--- config.mk ---
export PLATFORM = sky130hd
export DESIGN_NAME = pipeline_dmem_stall_unit
export DESIGN_NICKNAME = d
export VERILOG_FILES = /design/src/rtl/pipeline_dmem_stall_unit_pkg.sv /design/src/rtl/pipeline_dmem_stall_unit_lane_align.sv /design/src/rtl/pipeline_dmem_stall_unit.sv
export SDC_FILE = /design/constraint.sdc
export NUM_CORES = 1
export LEC_CHECK = 0
export ABC_AREA = 0
export CORE_MARGIN = 5
export CORE_UTILIZATION = 38
export DETAILED_ROUTE_END_ITERATION = 10
export GPL_TIMING_DRIVEN = 1
export PLACE_DENSITY_LB_ADDON = 0.15
export SLEW_MARGIN = 20
export SYNTH_ARGS = -nofsm -noshare
export SYNTH_HDL_FRONTEND = slang
export SYNTH_SLANG_ARGS = --single-unit
--- constraint.sdc ---
create_clock -name clock -period 3.1 [get_ports clock]
set_clock_uncertainty 0.2 [all_clocks]
set_input_delay 0.775 -clock clock [delete_from_list [all_inputs] [get_ports clock]]
set_output_delay 0.775 -clock clock [all_outputs]
set_load 0.01 [all_outputs]
--- src/rtl/pipeline_dmem_stall_unit_pkg.sv ---
// rtl/pipeline_dmem_stall_unit_pkg.sv - shared access-size codes and FSM encodings for the MEM-stage data-memory unit
package pipeline_dmem_stall_unit_pkg;

    // funct3 access-size codes (RISC-V load/store encoding)
    localparam logic [2:0] MEM_BYTE   = 3'b000;
    localparam logic [2:0] MEM_HALF   = 3'b001;
    localparam logic [2:0] MEM_WORD   = 3'b010;
    localparam logic [2:0] MEM_BYTE_U = 3'b100;
    localparam logic [2:0] MEM_HALF_U = 3'b101;

    // Access FSM: IDLE issues, WAIT holds the request, DONE holds the result
    typedef enum logic [1:0] {
        ST_IDLE = 2'b00,
        ST_WAIT = 2'b01,
        ST_DONE = 2'b10
    } dmem_state_t;

endpackage

--- src/rtl/pipeline_dmem_stall_unit_lane_align.sv ---
// rtl/pipeline_dmem_stall_unit_lane_align.sv - byte-lane steering, load extension and access legality check
module dmem_lane_align
    import pipeline_dmem_stall_unit_pkg::*;
(
    input  logic [2:0]  funct3,
    input  logic        is_store,
    input  logic [1:0]  byte_offset,
    input  logic [31:0] write_data,
    input  logic [31:0] read_data,
    output logic [3:0]  byte_enable,
    output logic [31:0] lane_write_data,
    output logic [31:0] load_data,
    output logic        access_bad
);

    logic [31:0] shifted_read;

    // Read word is shifted down so the addressed byte/half sits at bit 0.
    assign shifted_read = read_data >> {byte_offset, 3'b000};

    // Decode size: lanes, replicated store data, extended load data, legality
    always_comb begin
        byte_enable     = 4'b0000;
        lane_write_data = 32'h0000_0000;
        load_data       = 32'h0000_0000;
        access_bad      = 1'b0;
        case (funct3)
            MEM_BYTE, MEM_BYTE_U: begin
                byte_enable     = 4'b0001 << byte_offset;
                lane_write_data = {4{write_data[7:0]}};
                if (funct3 == MEM_BYTE) begin
                    load_data = {{24{shifted_read[7]}}, shifted_read[7:0]};
                end else begin
                    load_data = {24'h00_0000, shifted_read[7:0]};
                end
                access_bad = is_store && (funct3 == MEM_BYTE_U);
            end
            MEM_HALF, MEM_HALF_U: begin
                byte_enable     = byte_offset[1] ? 4'b1100 : 4'b0011;
                lane_write_data = {2{write_data[15:0]}};
                if (funct3 == MEM_HALF) begin
                    load_data = {{16{shifted_read[15]}}, shifted_read[15:0]};
                end else begin
                    load_data = {16'h0000, shifted_read[15:0]};
                end
                access_bad = byte_offset[0] || (is_store && (funct3 == MEM_HALF_U));
            end
            MEM_WORD: begin
                byte_enable     = 4'b1111;
                lane_write_data = write_data;
                load_data       = read_data;
                access_bad      = (byte_offset != 2'b00);
            end
            default: begin
                access_bad = 1'b1;
            end
        endcase
        // An illegal access never drives lanes, even though the request is also gated.
        if (access_bad) begin
            byte_enable = 4'b0000;
        end
    end

endmodule

--- src/rtl/pipeline_dmem_stall_unit.sv ---
// rtl/pipeline_dmem_stall_unit.sv - MEM-stage data-memory access unit with stall, timeout and fault reporting
module pipeline_dmem_stall_unit
    import pipeline_dmem_stall_unit_pkg::*;
#(
    parameter int TIMEOUT_CYCLES = 255,
    parameter int COUNT_WIDTH    = 8
) (
    input  logic        clock,
    input  logic        reset,
    input  logic        mem_read_enable,
    input  logic        mem_write_enable,
    input  logic [31:0] mem_address,
    input  logic [31:0] mem_write_data,
    input  logic [2:0]  mem_funct3,
    input  logic        advance,
    output logic        want_stall,
    output logic [31:0] mem_read_data,
    output logic        access_fault,
    output logic        bus_valid,
    output logic        bus_write,
    output logic [31:0] bus_address,
    output logic [3:0]  bus_byte_enable,
    output logic [31:0] bus_write_data,
    input  logic        bus_ready,
    input  logic [31:0] bus_read_data
);

    localparam logic [COUNT_WIDTH-1:0] TIMEOUT_VAL = COUNT_WIDTH'(TIMEOUT_CYCLES);
    localparam logic                   TIMEOUT_EN  = (TIMEOUT_CYCLES != 0);
    localparam logic [COUNT_WIDTH-1:0] COUNT_ONE   = COUNT_WIDTH'(1);
    localparam logic [COUNT_WIDTH-1:0] COUNT_MAX   = {COUNT_WIDTH{1'b1}};

    dmem_state_t            state_q, state_d;
    logic [COUNT_WIDTH-1:0] count_q, count_d;
    logic [31:0]            rdata_q, rdata_d;
    logic                   fault_q, fault_d;

    logic        op;
    logic        bad;
    logic        align_bad;
    logic [31:0] load_data;

    dmem_lane_align u_lane_align (
        .funct3          (mem_funct3),
        .is_store        (mem_write_enable),
        .byte_offset     (mem_address[1:0]),
        .write_data      (mem_write_data),
        .read_data       (bus_read_data),
        .byte_enable     (bus_byte_enable),
        .lane_write_data (bus_write_data),
        .load_data       (load_data),
        .access_bad      (align_bad)
    );

    assign op  = mem_read_enable | mem_write_enable;
    assign bad = align_bad | (mem_read_enable & mem_write_enable);

    // Bus side is combinational from the MEM inputs, which the stall holds stable.
    assign bus_write   = mem_write_enable;
    assign bus_address = {mem_address[31:2], 2'b00};
    assign bus_valid   = op & ~bad & ((state_q == ST_IDLE) | (state_q == ST_WAIT));
    assign want_stall  = op & (state_q != ST_DONE);

    assign mem_read_data = rdata_q;
    assign access_fault  = fault_q;

    // State, timeout counter and registered response
    always_ff @(posedge clock) begin
        if (reset) begin
            state_q <= ST_IDLE;
            count_q <= '0;
            rdata_q <= 32'h0000_0000;
            fault_q <= 1'b0;
        end else begin
            state_q <= state_d;
            count_q <= count_d;
            rdata_q <= rdata_d;
            fault_q <= fault_d;
        end
    end

    // Next-state: issue, wait with timeout, hold result until the instruction advances
    always_comb begin
        state_d = state_q;
        count_d = count_q;
        rdata_d = rdata_q;
        fault_d = fault_q;
        case (state_q)
            ST_IDLE: begin
                if (op) begin
                    if (bad) begin
                        fault_d = 1'b1;
                        state_d = ST_DONE;
                    end else if (bus_ready) begin
                        if (mem_read_enable) begin
                            rdata_d = load_data;
                        end
                        fault_d = 1'b0;
                        state_d = ST_DONE;
                    end else begin
                        count_d = COUNT_ONE;
                        state_d = ST_WAIT;
                    end
                end
            end
            ST_WAIT: begin
                // A response on the timeout cycle still completes cleanly.
                if (bus_ready) begin
                    if (mem_read_enable) begin
                        rdata_d = load_data;
                    end
                    fault_d = 1'b0;
                    state_d = ST_DONE;
                end else if (TIMEOUT_EN && (count_q == TIMEOUT_VAL)) begin
                    fault_d = 1'b1;
                    state_d = ST_DONE;
                end else if (count_q != COUNT_MAX) begin
                    count_d = count_q + COUNT_ONE;
                end
            end
            ST_DONE: begin
                // Returning to IDLE lets the next instruction start fresh; no reissue.
                if (advance) begin
                    state_d = ST_IDLE;
                end
            end
            default: begin
                state_d = ST_IDLE;
            end
        endcase
    end

endmodule

==> out/metrics.csv <==
metric,value,unit
"commonest non-fill, non-tap cell in the layout",clkdlybuf4s50_1,
Antenna diodes,0,
Leak,2.02,nW
hold worst-path end,access_fault$_SDFFE_PP0P_,
number of flops mapped to enable cells by yosys,0,
Slew Limit Fails,0,
GRT Residual Overflow,0,
Starting DRT DRC Count,221,
Die Y,105,um
crit-path cells,dlygate4sd2_1 > buf_6 > nor3_4 > buf_6 > buf_4 > a21o_1 > dlygate4sd2_1,
Most used DFF post-synth,dfxtp_1,
outcome,"finished, final reports clean",
Synth area leader,dfxtp_1,
clk slew on worst S/H paths,80,ps
crit-path max cell delay,270,ps
antenna violations before repair,0,
port bufs,146,
initial core utilization,39.1,%
wire per inst,18.4,um
die width,105,um
clock sink count,43,
first-pass GRT wire length,19600,um
vias per inst,5.64,
remaining antenna violation count,0,
fin nets,660,
max-cap viol count,0,
"delay-heaviest family, CP",buffers and inverters,
Worst setup EP type,output pin,
Register Area,861,um^2
Mapped Area,3420,um^2
io pins,209,
largest net degree at the start of global routing,27,
Async SR Flop Fraction,0,%
R2R setup slack,1250,ps
synth top area cells,"dfxtp_1, buf_4, a21oi_1",
"Power, Total",1.56,mW
critical hold path startpoint,access_fault$_SDFFE_PP0P_,
slew at the pin closest to its max-slew limit,662,ps
switching pwr,463,uW
H-Tree Depth,2,
final hold violations,0,
# fillers,793,
Post-Route WL,12200,um
Post-CTS Hold Buffers,0,
"Seq/Total Area, Yosys",25.1,%
Std-Cell Rows,34,
clk buf depth,2,
Yosys reg bits,43,
Crit-path slowest cell,nor3_4,
post-synth top area share,25.1,%
post-layout minimum cycle time,3070,ps
full die area,11000,um^2
Power Internal,1.10,mW
crit-path max FO,7,
CTS Buf Count,5,
"commonest cells after routing, fill and taps aside","clkdlybuf4s50_1, buf_4, a21oi_1",
"Setup violations, final",0,
WP data required,2120,ps
combinational power share,35.3,%
Synth Instances,418,
power per cell area,307,nW/um^2
sw frac,29.7,%
CP bufs+invs,5,
GRT Resource Usage Total,21.4,%
Syn. warnings,0,
average size of a mapped cell,8.19,um^2
share of layout cells above drive strength 1,19.7,%
HP Class,reg -> reg,
Initial DRT Pass Iterations,4,
CTS tree,yes,
Reg2Reg Launch Point,state_q[0]$_SDFFE_PP0P_,
Residual DRC,0,
WS Path Type,in -> out,
GPL Wtd Cong,0.886,
Post-DP HPWL,9160,um
Hold Slack,301,ps
headroom to the max-slew limit,55.8,%
highest clock rate,0.326,GHz
later-pin clock latency in the skew report,290,ps
Area Growth Syn to Fin,48.3,%
Clk network pwr share,26.9,%
Multi-input gate area,2070,um^2
Sequential Power Share,37.8,%
hold path depth,2,
FF-to-FF End,count_q[7]$_SDFFE_PP0P_,
Tcrit/Tclk final,98.9,%
startpoint type of the worst setup path,input port,
worst r2r path cells,4,
total core area,8760,um^2
via count,3736,
vias in the first global route,3786,
CTS root buf,clkbuf_8,
Synth cell types,58,
Worst Path Arrival,2090,ps
worst IR drop on VDD,207,uV
[final cells by class]
cell class | count | share of cell area, %
Clock buffer | 6 | 1.43
Tap cell | 108 | 2.66
Inverter | 15 | 1.11
Timing Repair Buffer | 203 | 36.6
Clock inverter | 1 | 0.591
Sequential cell | 43 | 17.0
Multi-Input combinational cell | 286 | 40.7
[synth_stat cells, types with 9 or more instances]
| library cell | number |
|---|---|
| nand2_1 | 28 |
| a22oi_1 | 12 |
| o21ai_0 | 17 |
| mux2i_1 | 13 |
| a21oi_1 | 45 |
| nand3_1 | 13 |
| a21o_1 | 16 |
| nor2_1 | 22 |
| inv_1 | 13 |
| a2bb2oi_1 | 9 |
| a311oi_2 | 15 |
| buf_4 | 35 |
| dfxtp_1 | 43 |
| clkbuf_1 | 22 |
| and2_1 | 10 |
| buf_2 | 9 |
| a211oi_1 | 17 |
[worst reg2reg max path: stages, from the launching register on]
cell	delay [ps]
dfxtp_1	460
nor2b_1	590
nand2_1	110
mux2_2	280
o22ai_1	140
[through the flow]
step / instance area [um^2] / worst slack [ps] / util, % / cells / setup TNS (ps)
after floorplan: 3430 / 186 / - / 419 / 0
after global placement: 4890 / -452 / 55.8 / 639 / -17010
after detailed placement: 4890 / -508 / 55.8 / 639 / -18650
after CTS: 5060 / 0.776 / 57.7 / 659 / 0
after global routing: 5080 / -14.2 / 57.9 / 662 / -14.8
final: 5080 / 32.9 / 57.9 / 662 / 0
[worst max path at each step]
stage	depth (start not counted)	slack [ps]	startpoint	endpoint
finish	7	30	mem_funct3[2]	bus_write_data[12]
global route	6	-10	mem_address[0]	bus_byte_enable[1]
CTS	8	0.8	mem_funct3[2]	bus_write_data[10]
detailed placement	7	-510	mem_funct3[1]	bus_write_data[15]
global placement	6	-450	mem_funct3[0]	bus_valid
floorplan	6	190	mem_funct3[1]	bus_write_data[14]
[cells by family (layout without fill, tap and decap cells)]
| group | after synthesis | count (layout) | synth area share (%) |
|---|---|---|---|
| adder cells (fa/ha/maj) | 1 | 1 | 0.365 |
| AND/OR/NAND/NOR | 99 | 99 | 14.6 |
| other | 1 | 2 | 0.110 |
| flip-flops | 43 | 43 | 25.1 |
| multiplexers | 19 | 19 | 6.76 |
| buffers and inverters | 90 | 225 | 15.3 |
| AO/OA/AOI/OAI | 163 | 163 | 37.2 |
| XOR/XNOR | 2 | 2 | 0.512 |
[power by group through the flow]
stage / Clock, mW / Combinational (mW) / Sequential, mW
floorplan: 0 / 0.296 / 0.607
global placement: 0 / 0.550 / 0.601
detailed placement: 0 / 0.555 / 0.602
CTS: 0.433 / 0.546 / 0.589
global route: 0.453 / 0.592 / 0.592
finish: 0.420 / 0.551 / 0.590
[layer usage]
metal  vias up  global-route usage [%]  wire length (um)
met1      1769                    25.7              4840
met3        29                    5.43               929
met2       155                    36.4              6100
li1       1783                       -                 -
met5         -                       0                 0
met4         0                    8.40               323
[state kept, by name (all words and copies together), names as in the netlist]
signal	count
mem_read_data	32
count_q	8
state_q	2
access_fault	1
[what timing repair did]
| item | in CTS | in global routing |
|---|---|---|
| resized for setup | 62 | 18 |
| endpoints found under the setup margin | 38 | 20 |
| endpoints found under the hold margin | 0 | 0 |
| pin swaps | 1 | 2 |
| setup buffers | 12 | 3 |
| cloned | 1 | 0 |
No activity file was read; power rests on OpenSTA's default activity.
